==> src/rtl/serial_shift_unit_if.sv <==
// Request/response bundle for the serial shift unit: operand request in, result and carry out.
interface serial_shift_unit_if #(
    parameter int unsigned WIDTH = 32
);
    localparam int unsigned SHW = $clog2(WIDTH);

    logic             in_valid;
    logic             in_ready;
    logic [WIDTH-1:0] num;
    logic [SHW-1:0]   shifts;
    logic [1:0]       op;
    logic             out_valid;
    logic             out_ready;
    logic [WIDTH-1:0] shifted;
    logic             c_out;
    logic             busy;

    modport master (
        output in_valid, num, shifts, op, out_ready,
        input  in_ready, out_valid, shifted, c_out, busy
    );

    modport slave (
        input  in_valid, num, shifts, op, out_ready,
        output in_ready, out_valid, shifted, c_out, busy
    );
endinterface

==> src/rtl/serial_shift_unit.sv <==
// Bit-serial shift/rotate unit: one bit position per clock, LSL/LSR/ASR/ROR with carry-out.
// Define SERIAL_SHIFT_ROR_EN to enable the ROR datapath; otherwise op=11 passes the operand through.
module serial_shift_unit #(
    parameter int unsigned WIDTH = 32
) (
    input logic                clk,
    input logic                rst,
    serial_shift_unit_if.slave bus
);
    localparam int unsigned SHW = $clog2(WIDTH);

    typedef enum logic [1:0] {
        IDLE  = 2'd0,
        SHIFT = 2'd1,
        DONE  = 2'd2
    } state_t;

    state_t           state;
    logic [WIDTH-1:0] result_q;
    logic             carry_q;
    logic [SHW-1:0]   count;
    logic [1:0]       op_q;
    logic             ready_q;
    logic             valid_q;
    logic             busy_q;

    logic [WIDTH-1:0] step_c;
    logic             step_carry_c;
    logic             direct_c;

    assign bus.shifted   = result_q;
    assign bus.c_out     = carry_q;
    assign bus.in_ready  = ready_q;
    assign bus.out_valid = valid_q;
    assign bus.busy      = busy_q;

    // One-bit step of the held operand, with the bit moved out as carry.
    always_comb begin
        step_c       = result_q;
        step_carry_c = result_q[0];
        case (op_q)
            2'b00: begin
                step_c       = {result_q[WIDTH-2:0], 1'b0};
                step_carry_c = result_q[WIDTH-1];
            end
            2'b01: step_c = {1'b0, result_q[WIDTH-1:1]};
            2'b10: step_c = {result_q[WIDTH-1], result_q[WIDTH-1:1]};
`ifdef SERIAL_SHIFT_ROR_EN
            2'b11: step_c = {result_q[0], result_q[WIDTH-1:1]};
`endif
            default: begin
                step_c       = result_q;
                step_carry_c = carry_q;
            end
        endcase
    end

    // Requests that need no stepping go straight to DONE.
`ifdef SERIAL_SHIFT_ROR_EN
    assign direct_c = (bus.shifts == '0);
`else
    assign direct_c = (bus.shifts == '0) || (bus.op == 2'b11);
`endif

    always_ff @(posedge clk) begin
        if (rst) begin
            state    <= IDLE;
            result_q <= '0;
            carry_q  <= 1'b0;
            count    <= '0;
            op_q     <= 2'b00;
            ready_q  <= 1'b1;
            valid_q  <= 1'b0;
            busy_q   <= 1'b0;
        end else begin
            case (state)
                IDLE: begin
                    if (bus.in_valid) begin
                        result_q <= bus.num;
                        count    <= bus.shifts;
                        op_q     <= bus.op;
                        carry_q  <= 1'b0;
                        ready_q  <= 1'b0;
                        busy_q   <= 1'b1;
                        if (direct_c) begin
                            state   <= DONE;
                            valid_q <= 1'b1;
                        end else begin
                            state <= SHIFT;
                        end
                    end
                end
                SHIFT: begin
                    result_q <= step_c;
                    carry_q  <= step_carry_c;
                    count    <= count - SHW'(1);
                    if (count == SHW'(1)) begin
                        state   <= DONE;
                        valid_q <= 1'b1;
                    end
                end
                DONE: begin
                    if (bus.out_ready) begin
                        state   <= IDLE;
                        valid_q <= 1'b0;
                        busy_q  <= 1'b0;
                        ready_q <= 1'b1;
                    end
                end
                default: begin
                    state   <= IDLE;
                    valid_q <= 1'b0;
                    busy_q  <= 1'b0;
                    ready_q <= 1'b1;
                end
            endcase
        end
    end
endmodule

==> src/flat_wrapper.sv <==
// flat-port wrapper written by rule: the top's interface ports become plain ports
module serial_shift_unit_flat 
#(
    parameter int unsigned WIDTH = 32
)
  (clk, rst, bus_in_valid, bus_num, bus_shifts, bus_op, bus_out_ready, bus_in_ready, bus_out_valid, bus_shifted, bus_c_out, bus_busy);
  serial_shift_unit_if #(.WIDTH(WIDTH)) bus_i ();
  input logic clk;
  input logic rst;
  input wire logic [$bits(bus_i.in_valid)-1:0] bus_in_valid;
  input wire logic [$bits(bus_i.num)-1:0] bus_num;
  input wire logic [$bits(bus_i.shifts)-1:0] bus_shifts;
  input wire logic [$bits(bus_i.op)-1:0] bus_op;
  input wire logic [$bits(bus_i.out_ready)-1:0] bus_out_ready;
  output wire logic [$bits(bus_i.in_ready)-1:0] bus_in_ready;
  output wire logic [$bits(bus_i.out_valid)-1:0] bus_out_valid;
  output wire logic [$bits(bus_i.shifted)-1:0] bus_shifted;
  output wire logic [$bits(bus_i.c_out)-1:0] bus_c_out;
  output wire logic [$bits(bus_i.busy)-1:0] bus_busy;
  assign bus_i.in_valid = bus_in_valid;
  assign bus_i.num = bus_num;
  assign bus_i.shifts = bus_shifts;
  assign bus_i.op = bus_op;
  assign bus_i.out_ready = bus_out_ready;
  assign bus_in_ready = bus_i.in_ready;
  assign bus_out_valid = bus_i.out_valid;
  assign bus_shifted = bus_i.shifted;
  assign bus_c_out = bus_i.c_out;
  assign bus_busy = bus_i.busy;
  serial_shift_unit #(.WIDTH(WIDTH)) u_core (.clk(clk), .rst(rst), .bus(bus_i));
endmodule
==> config.mk <==
export PLATFORM = sky130hd
export DESIGN_NAME = serial_shift_unit_flat
export DESIGN_NICKNAME = d
export VERILOG_FILES = /design/src/rtl/serial_shift_unit_if.sv /design/src/rtl/serial_shift_unit.sv /design/src/flat_wrapper.sv
export SDC_FILE = /design/constraint.sdc
export NUM_CORES = 1
export LEC_CHECK = 0
export BUFFER_PORTS_ARGS = -buffer_cell sky130_fd_sc_hd__buf_2
export CORE_ASPECT_RATIO = 0.5
export CORE_UTILIZATION = 35
export DETAILED_ROUTE_END_ITERATION = 8
export PLACE_DENSITY = 0.61
export SLEW_MARGIN = 0
export SYNTH_ARGS = -nofsm -noshare
export SYNTH_HDL_FRONTEND = slang
export SYNTH_SLANG_ARGS = --single-unit
==> constraint.sdc <==
create_clock -name clk -period 2.3 [get_ports clk]
set_input_delay 0.345 -clock clk [delete_from_list [all_inputs] [get_ports clk]]
set_output_delay 0.345 -clock clk [all_outputs]
set_load 0.01 [all_outputs]
==> reports/metrics.cfg <==
[die]
dieHeight_um=63.8
start_util_pct=36.4
core_area_mm2=0.00735
ios=79
die_w_um=126
rows=22
die_area_mm2=0.00801

[cells_and_area]
postLayoutCoreUtil_pct=43.8
n_fill_cell=722
n_antenna_cell=0
drive_gt1_share_pct=42.6
area_growth_pct=20.4
most-common-layout-cells=buf_2 (78), dfxtp_1 (45), nor3b_1 (32)
final_common_cell=buf_2
nNetsFinal=390

[clock_tree]
cts_tree=done
ctsResizeCount=0
postCtsSetupBuffers=0
clk_pin_slew_ns=0.06
root_buffer=clkbuf_16
cts_buffers=5
clockBufferDepth=2
clk_latency_ns=0.28
clock-sinks=45
h-tree-depth=2
hold_buffers=0

[grt]
globalRouteOverflowTotal=0
grt_pass1_wl_um=11000
grt_max_degree=71
track_usage_pct=16.8
antenna_found_initial=0
first_global_vias=2293

[hold_path]
holdCritPathClass=input pin to register
worstHoldPathCells=3

[logic_synthesis]
yosys_warnings=0
synth_flop_cell=dfxtp_1
synth_area_mm2=0.00267
syn_nets=328
ys_types=37
synth_edf_count=0
netlist_instances=280
syn_area_per_cell_um2=9.55
seq_area_frac_synth_pct=33.7
ys_ff_latch=45
synthArstFlopShare_pct=0

[critical_path]
path_max_fanout=31
worstSetupStartpointType=register
worstRegToRegCells=5
worst_setup_path_end_kind=register
critPathKind=register to register
required_ns=2.50
critPathArrivalTime_ns=2.10

[pwr]
power_frac_seq_pct=38.6
p_sw_share_pct=34.7
clkPwrFrac_pct=27.4
power.switching_uw=951
internal_power_uw=1790
pwr-share-comb_pct=34.0
ir_worst_vdd_mv=0.363
leakage_uw=0.00129
power_density_mw_per_mm2=852

[route]
firstDrtPassIters=7
drt-total-wl_um=6570
vias=2407
via_per_inst=5.48
initialDrtViolationCount=211
wire_per_inst_um=15.0
drtAntennaViolNets=0
post-route-drc-count=3

[placed_design]
place.gp.congestion=0.786
place_ws_ns=0.458
dp_hpwl_um=4510
io_buffer_count=78

[sta]
slew_headroom_pct=65.8
fin_skew_ns=0.00461
finalCritPeriodShare_pct=82.4
worstMarginPinSlew_ns=0.512
setup_viol=0
fin_tns_setup_ns=0
layout_min_cycle_time_ns=1.89
slew_violations=0
rsz0062_at_grt=false
worst_slack_ns=0.406
max_freq_mhz=528
hold_viol_final=0

[run_status]
status=complete, but fails checks
failed_checks=design-rule violations

[run]
drv_cap=0

[per-stage QoR]
stage	total power, uW	hold slack [ns]	cells	area [um^2]
final	2740	0.329	439	3220
after global routing	2910	0.338	439	3220
after CTS	2770	0.325	439	3220
after detailed placement	2010	0.457	431	3060
after global placement	1990	0.459	431	3060
after floorplan	1790	0.453	280	2670
[registers in the layout, summed over array words and instances, names as in the netlist]
register              flops
u_core.state              2
u_core.bus.shifted       32
u_core.bus.in_ready       1
u_core.bus.c_out          1
u_core.op_q               2
u_core.bus.busy           1
u_core.count              5
u_core.bus.out_valid      1
[Yosys cell counts (2+ instances only)]
library cell | number | share of area [%]
nand2_1 | 8 | 1.1
a211oi_1 | 6 | 1.7
nor3b_1 | 32 | 9.0
a211oi_2 | 29 | 14
nand2b_1 | 3 | 0.70
buf_4 | 2 | 0.56
o211a_1 | 3 | 1.1
a21oi_1 | 6 | 1.1
nor2_2 | 20 | 4.7
a311oi_1 | 2 | 0.66
dfxtp_1 | 45 | 34
buf_2 | 9 | 1.7
buf_12 | 3 | 2.2
nor3_1 | 4 | 0.75
nand3_1 | 2 | 0.37
inv_1 | 8 | 1.1
a221oi_1 | 30 | 9.8
a22oi_1 | 2 | 0.56
nor2_1 | 26 | 3.6
o21ai_0 | 3 | 0.56
buf_6 | 5 | 2.1
o21a_1 | 2 | 0.56
ha_1 | 5 | 2.3
mux2i_1 | 2 | 0.75
clkbuf_1 | 11 | 1.5
[per-layer routing]
layer,GRT usage [%],vias up,wire length [um]
met4,4.42,0,67
met3,3.52,7,297
li1,-,1183,-
met2,28.3,50,3100
met1,22.1,1167,3100
met5,0,-,0
[worst max-delay path, cell delays in order (launching register included)]
cell and delay (ns):
dfxtp_1 0.60, nor2b_4 0.31, o211a_1 0.17, buf_4 0.33
a221oi_1 0.15, a211oi_2 0.24
[logic make-up (layout without fill, tap and decap cells)]
logic type / after synthesis / after routing / synth area share, %
AO/OA/AOI/OAI: 91 / 91 / 32.5
adder cells (fa/ha/maj): 5 / 5 / 2.34
buffers and inverters: 39 / 102 / 9.41
flip-flops: 45 / 45 / 33.7
multiplexers: 2 / 2 / 0.749
AND/OR/NAND/NOR: 98 / 98 / 21.3
[worst paths after layout]
check / from / to / slack (ns)
worst max register to register: u_core.state[0]$_SDFFE_PP0P_ / u_core.bus.shifted[28]$_SDFFE_PP0P_ / 0.41
worst min register to register: u_core.bus.in_ready$_SDFFE_PP1P_ / u_core.bus.in_ready$_SDFFE_PP1P_ / 0.47
worst max-delay path: u_core.state[0]$_SDFFE_PP0P_ / u_core.bus.shifted[28]$_SDFFE_PP0P_ / 0.41
worst min-delay path: bus_op[1] / u_core.op_q[1]$_SDFFE_PP0P_ / 0.33
[final cells by class]
cell class / instances / area [um^2] / share of cell area, %
Inverter: 8 / 30.0 / 0.932
Clock inverter: 1 / 5.00 / 0.155
Timing Repair Buffer: 86 / 488 / 15.2
Multi-Input combinational cell: 196 / 1520 / 47.3
Tap cell: 96 / 120 / 3.73
Sequential cell: 45 / 901 / 28.0
Clock buffer: 7 / 153 / 4.74
[power by group through the flow]
stage               Combinational [uW]  Sequential, uW  Clock (uW)
floorplan                          704            1080           0
global placement                   918            1070           0
detailed placement                 935            1080           0
CTS                                940            1060         774
global route                      1030            1080         808
finish                             934            1060         752
(Power assumes the default switching activity.)
